[src/rtl/riscv_pkg.sv]
// Shared RISC-V front-end definitions: opcode constants, canonical NOP and
// the fetch FSM state type used by the fetch stage and its testbench.
package riscv_pkg;

   localparam logic [6:0]  OPC_RTYPE  = 7'b0110011;
   localparam logic [6:0]  OPC_LOAD   = 7'b0000011;
   localparam logic [6:0]  OPC_STORE  = 7'b0100011;
   localparam logic [6:0]  OPC_BRANCH = 7'b1100011;
   localparam logic [6:0]  OPC_OPIMM  = 7'b0010011;
   localparam logic [31:0] NOP_INSTR  = 32'h0000_0013;

   typedef enum logic [1:0] {
      FETCH = 2'd0,
      ISSUE = 2'd1,
      DRAIN = 2'd2
   } fetch_state_t;

endpackage

[src/rtl/fetch_stage_if.sv]
// Instruction-memory request/ready bus between the fetch stage (master)
// and a variable-latency instruction memory (slave).
interface fetch_stage_if #(
   parameter int XLEN = 32
);
   logic            imem_req;
   logic [XLEN-1:0] imem_addr;
   logic            imem_ready;
   logic [31:0]     imem_rdata;

   modport master (
      output imem_req,
      output imem_addr,
      input  imem_ready,
      input  imem_rdata
   );

   modport slave (
      input  imem_req,
      input  imem_addr,
      output imem_ready,
      output imem_rdata
   );
endinterface

[src/rtl/fetch_stage_pc_next.sv]
// Combinational next-PC select for the fetch stage: flush target, taken
// branch target or sequential pc+4, with redirect targets word-aligned.
module fetch_stage_pc_next #(
   parameter int XLEN = 32
)(
   input  logic [XLEN-1:0] pc,
   input  logic            branch_taken,
   input  logic [XLEN-1:0] branch_target,
   input  logic            flush,
   input  logic [XLEN-1:0] flush_target,
   output logic [XLEN-1:0] next_pc,
   output logic [XLEN-1:0] flush_pc
);
   localparam logic [XLEN-1:0] ALIGN_MASK = ~(XLEN'(2'b11));

   always_comb begin
      flush_pc = flush_target & ALIGN_MASK;
      if (flush) begin
         next_pc = flush_pc;
      end else if (branch_taken) begin
         next_pc = branch_target & ALIGN_MASK;
      end else begin
         // sequential path wraps naturally at 2^XLEN
         next_pc = pc + XLEN'(3'd4);
      end
   end
endmodule

[src/rtl/fetch_stage.sv]
// Instruction fetch stage: owns the PC, handshakes with instruction memory and
// holds each fetched word stable for decode until it is consumed or flushed.
module fetch_stage
   import riscv_pkg::*;
#(
   parameter int              XLEN     = 32,
   parameter logic [XLEN-1:0] RESET_PC = '0
)(
   input  logic              clk,
   input  logic              rst,
   fetch_stage_if.master     imem,
   input  logic              stall,
   input  logic              branch_taken,
   input  logic [XLEN-1:0]   branch_target,
   input  logic              flush,
   input  logic [XLEN-1:0]   flush_target,
   output logic [31:0]       instr,
   output logic [6:0]        opcode,
   output logic [XLEN-1:0]   pc,
   output logic              instr_valid
);
   fetch_state_t    state_q, state_d;
   logic [XLEN-1:0] pc_q, pc_d;
   logic [XLEN-1:0] pend_q, pend_d;
   logic [31:0]     instr_q, instr_d;
   logic            valid_q, valid_d;
   logic            req_q, req_d;
   logic            rdy_s;
   logic [XLEN-1:0] next_pc_s;
   logic [XLEN-1:0] flush_pc_s;

   fetch_stage_pc_next #(.XLEN(XLEN)) u_pc_next (
      .pc            (pc_q),
      .branch_taken  (branch_taken),
      .branch_target (branch_target),
      .flush         (flush),
      .flush_target  (flush_target),
      .next_pc       (next_pc_s),
      .flush_pc      (flush_pc_s)
   );

   // A ready only counts while our request is actually on the bus.
   assign rdy_s = imem.imem_ready & req_q;

   always_comb begin
      state_d = state_q;
      pc_d    = pc_q;
      pend_d  = pend_q;
      instr_d = instr_q;
      valid_d = valid_q;
      case (state_q)
         FETCH: begin
            if (flush) begin
               if (rdy_s || !req_q) begin
                  pc_d = flush_pc_s;
               end else begin
                  pend_d  = flush_pc_s;
                  state_d = DRAIN;
               end
            end else if (rdy_s) begin
               instr_d = imem.imem_rdata;
               valid_d = 1'b1;
               state_d = ISSUE;
            end else begin
               state_d = FETCH;
            end
         end
         DRAIN: begin
            // the stale request must complete before the redirect is fetched
            if (rdy_s) begin
               pc_d    = flush ? flush_pc_s : pend_q;
               state_d = FETCH;
            end else if (flush) begin
               pend_d = flush_pc_s;
            end else begin
               state_d = DRAIN;
            end
         end
         ISSUE: begin
            if (flush || !stall) begin
               valid_d = 1'b0;
               pc_d    = next_pc_s;
               state_d = FETCH;
            end else begin
               state_d = ISSUE;
            end
         end
         default: begin
            valid_d = 1'b0;
            state_d = FETCH;
         end
      endcase
      req_d = (state_d != ISSUE);
   end

   always_ff @(posedge clk or posedge rst) begin
      if (rst) begin
         state_q <= FETCH;
         pc_q    <= RESET_PC;
         pend_q  <= RESET_PC;
         instr_q <= NOP_INSTR;
         valid_q <= 1'b0;
         req_q   <= 1'b0;
      end else begin
         state_q <= state_d;
         pc_q    <= pc_d;
         pend_q  <= pend_d;
         instr_q <= instr_d;
         valid_q <= valid_d;
         req_q   <= req_d;
      end
   end

   assign imem.imem_req  = req_q;
   assign imem.imem_addr = pc_q;
   assign instr          = instr_q;
   assign opcode         = instr_q[6:0];
   assign pc             = pc_q;
   assign instr_valid    = valid_q;
endmodule
[src/flat_wrapper.sv]
// flat-port wrapper written by rule: the top's interface ports become plain ports
module fetch_stage_flat import riscv_pkg::*;
#(
   parameter int              XLEN     = 32,
   parameter logic [XLEN-1:0] RESET_PC = '0
)
  (clk, rst, stall, branch_taken, branch_target, flush, flush_target, instr, opcode, pc, instr_valid, imem_imem_req, imem_imem_addr, imem_imem_ready, imem_imem_rdata);
  fetch_stage_if #(.XLEN(XLEN)) imem_i ();
  input  logic clk;
  input  logic rst;
  input  logic stall;
  input  logic branch_taken;
  input  logic [XLEN-1:0] branch_target;
  input  logic flush;
  input  logic [XLEN-1:0] flush_target;
  output logic [31:0] instr;
  output logic [6:0] opcode;
  output logic [XLEN-1:0] pc;
  output logic instr_valid;
  output wire logic [$bits(imem_i.imem_req)-1:0] imem_imem_req;
  output wire logic [$bits(imem_i.imem_addr)-1:0] imem_imem_addr;
  input wire logic [$bits(imem_i.imem_ready)-1:0] imem_imem_ready;
  input wire logic [$bits(imem_i.imem_rdata)-1:0] imem_imem_rdata;
  assign imem_imem_req = imem_i.imem_req;
  assign imem_imem_addr = imem_i.imem_addr;
  assign imem_i.imem_ready = imem_imem_ready;
  assign imem_i.imem_rdata = imem_imem_rdata;
  fetch_stage #(.XLEN(XLEN), .RESET_PC(RESET_PC)) u_core (.clk(clk), .rst(rst), .imem(imem_i), .stall(stall), .branch_taken(branch_taken), .branch_target(branch_target), .flush(flush), .flush_target(flush_target), .instr(instr), .opcode(opcode), .pc(pc), .instr_valid(instr_valid));
endmodule
[config.mk]
export PLATFORM = sky130hd
export DESIGN_NAME = fetch_stage_flat
export DESIGN_NICKNAME = d
export VERILOG_FILES = /design/src/rtl/riscv_pkg.sv /design/src/rtl/fetch_stage_if.sv /design/src/rtl/fetch_stage_pc_next.sv /design/src/rtl/fetch_stage.sv /design/src/flat_wrapper.sv
export SDC_FILE = /design/constraint.sdc
export NUM_CORES = 1
export LEC_CHECK = 0
export CORE_MARGIN = 5
export CORE_UTILIZATION = 49
export DETAILED_ROUTE_END_ITERATION = 12
export PLACE_DENSITY = 0.86
export SLEW_MARGIN = 20
export SYNTH_ARGS = -nofsm -noshare
export SYNTH_HDL_FRONTEND = slang
export SYNTH_SLANG_ARGS = --single-unit
[constraint.sdc]
create_clock -name clk -period 4.6 [get_ports clk]
set_input_delay 0.69 -clock clk [delete_from_list [all_inputs] [get_ports clk]]
set_output_delay 0.69 -clock clk [all_outputs]
set_load 0.005 [all_outputs]
==> impl_metrics.toml <==
[cells_and_area]
drive_above_1_share = 0.150
final_cell_mix = "clkdlybuf4s50_1 (202), dfrtp_1 (97), mux2_2 (66)"
post-route-util = 0.687
layout.nets = 828
final_area_um2 = 7920
fill_cells = 876
syn_to_final_growth_pct = 36.2
mostFrequentLayoutCell = "clkdlybuf4s50_1"

[worst_setup_path]
path_buf_inv = 2
criticalPathCategory = "in -> reg"
cp_max_fo = 22
cp-start-kind = "input pin"
cp.depth = 8
r2r_cells = 10
crit_top_cell = "nand2_1"
crit_arrival_ns = 3.22
cp_top_family = "simple AND/OR/NAND/NOR gates"
path_cells = "clkdlybuf4s50_1 > nor2b_2 > buf_4 > nand2_1 > nand2_1 > a222oi_1 > a31o_2 > a21oi_1"
critPathSlowestCell = "nor2b_2"
critical-path-max-stage-delay_ns = 0.89
worstPathRequired_ns = 4.87
critical_path.endpoint_type = "flip-flop"

[clock_network]
htree_num_levels = 3
clk_pin_slew_ns = 0.07
cts_hold_repair.buffers = 0
clkLatencyLatePin_ns = 0.34
cts_setup_buffers = 0
cts_tree = "built"
ctsRootBufferMaster = "clkbuf_16"
cts_buffers = 9
cts_resized = 0
clock_sinks = 100
cts_buffer_depth = 2

[logic_synthesis]
synth_nets = 681
synth_edf_count = 0
ys_seq_elements = 100
synth_area_per_cell_um2 = 10.1
synth_cells = 574
syn_area_um2 = 5810
synth_top_cell_area_share = 0.418
synthFlopType = "dfrtp_1"
seq_area_frac_synth = 0.431
synth_area_leader_cell = "dfrtp_1"
yosys_warnings = 0
synthArstFlopShare = 1.00
synth_top_cells_by_area = "dfrtp_1 (42%), mux2_2 (13%), buf_4 (5.0%)"
yosysUniqueCellTypes = 62

[timing]
maxSlewHeadroom = 0.323
fin_crit_sh = 0.641
setup_violations = 0
hold_viol_final = 0
whs_ns = 0.496
rsz0062_at_grt = "no"
worstMarginPinSlew_ns = 1.01
fin_worst_skew_ns = 0.00743
fmaxAchievable_mhz = 339
slew_viol_final = 0
tns_ns = 0
post-route-min-period_ns = 2.95

[placed_design]
dpl_cell_area_um2 = 7590
portBuffers = 202
place_congestion = 0.885
dp_hpwl_mm = 12.5

[global_route]
first_global_vias = 5662
grtUsageTotal = 0.250
grt.overflow.total = 0
grt_first_pass_wirelength_mm = 28.7
grt_start_max_net_pins = 74
antenna_found_initial = 1

[power_and_ir_drop]
power_mw = 5.22
p_leak_nw = 3.14
max-vdd-ir-drop_mv = 0.338
p_per_area_nw_per_um2 = 659

[die]
coreArea_um2 = 11500
io_pins = 207
fp-row-count = 39
start_util = 0.504
fp.dieW_um = 119
die_area_um2 = 14100
die_h_um = 119

[route]
routedWlPerCell_um = 20.5
drc = 0
first_pass_iters = 5
wl_mm = 17.9
ant_nets = 0
routed_via_density = 6.12
drtIter0Drc = 623
vias = 5327

[worst_hold_path]
worstHoldPathCells = 1
hold_path_class = "reg -> reg"

[outcome]
status = "finished, final reports clean"

[flow_run]
drv_cap = 0
==> per-layer routing <==
| layer | vias to the layer above | GRT usage | part of all wire |
|---|---|---|---|
| li1 | 2390 | - | - |
| met1 | 2581 | 0.295 | 0.38 |
| met2 | 317 | 0.416 | 0.49 |
| met3 | 37 | 0.0867 | 0.11 |
| met4 | 2 | 0.110 | 0.025 |
| met5 | - | 0 | 0.00067 |
==> sequential cells by signal (all words and copies together), names as in the netlist <==
signal                 flops
u_core.state_q             2
u_core.pend_q             32
u_core.imem.imem_addr     32
u_core.instr              32
u_core.imem.imem_req       1
u_core.instr_valid         1
==> cell type report <==
cell class	instances	area, um^2	share of cell area
antenna	1	2.50	0.000316
clock buffer	11	243	0.0307
clock inverter	5	75.1	0.00948
inverter	12	47.5	0.00601
multi-input combinational	385	2760	0.348
sequential	100	2510	0.317
tap	143	179	0.0226
timing repair buffer	213	2100	0.266
==> power breakdown <==
group	internal (mW)	switching [mW]
clock	0.489	0.320
combinational	1.54	1.14
sequential	1.33	0.408
total	3.35	1.86
==> synthesized netlist by cell type (2+ instances only) <==
cell and number:
dfstp_2 3, o221ai_1 6, nand4_1 6, o32a_1 2
clkbuf_8 6, ha_1 5, buf_2 7, a21o_1 5
nand2b_1 4, and4_1 2, clkbuf_1 20, buf_4 39
xnor2_1 6, nor2b_1 7, a31oi_1 10, nand2_1 45
a22oi_1 9, o211ai_1 4, and3_1 3, a221o_1 7
a221oi_1 11, mux2_2 66, a222oi_1 3, a21oi_1 21
o22a_1 2, o21ai_0 40, nor2_1 31, nor4_1 2
and3_2 2, buf_1 4, a41oi_1 3, xor2_1 5
o22ai_1 7, nand3_1 17, and2_1 6, dfrtp_1 97
or3_1 2, o31ai_1 4, o21a_1 3, o41ai_1 2
inv_1 11, mux2i_1 2, nor3_1 6, and4_2 2
a22o_1 12
==> worst paths after layout <==
check | startpoint | to | slack [ns]
max in group asynchronous | rst | u_core.pend_q[26] | 2.77
min in group asynchronous | rst | u_core.instr[9] | 0.89
max | flush | u_core.imem.imem_addr[28] | 1.65
min | u_core.pend_q[0] | u_core.pend_q[0] | 0.50
max reg2reg | u_core.state_q[1] | u_core.imem.imem_addr[28] | 1.67
min reg2reg | u_core.pend_q[0] | u_core.pend_q[0] | 0.50
==> stage by stage <==
stage / instances / worst slack [ns]
2_1_floorplan: 574 / 1.30
3_3_place_gp: 853 / 1.38
3_5_place_dp: 853 / 1.37
4_1_cts: 869 / 1.58
5_1_grt: 869 / 1.50
6_report: 870 / 1.65
==> logic make-up after synthesis <==
family	after synthesis	share of synthesized area
AO/OA/AOI/OAI	162	0.196
XOR/XNOR	11	0.0166
adder cells (fa/ha/maj)	5	0.0108
buffers and inverters	89	0.0958
flip-flops	100	0.431
multiplexers	68	0.131
AND/OR/NAND/NOR	139	0.118
No activity file was read; power rests on OpenSTA's default activity.
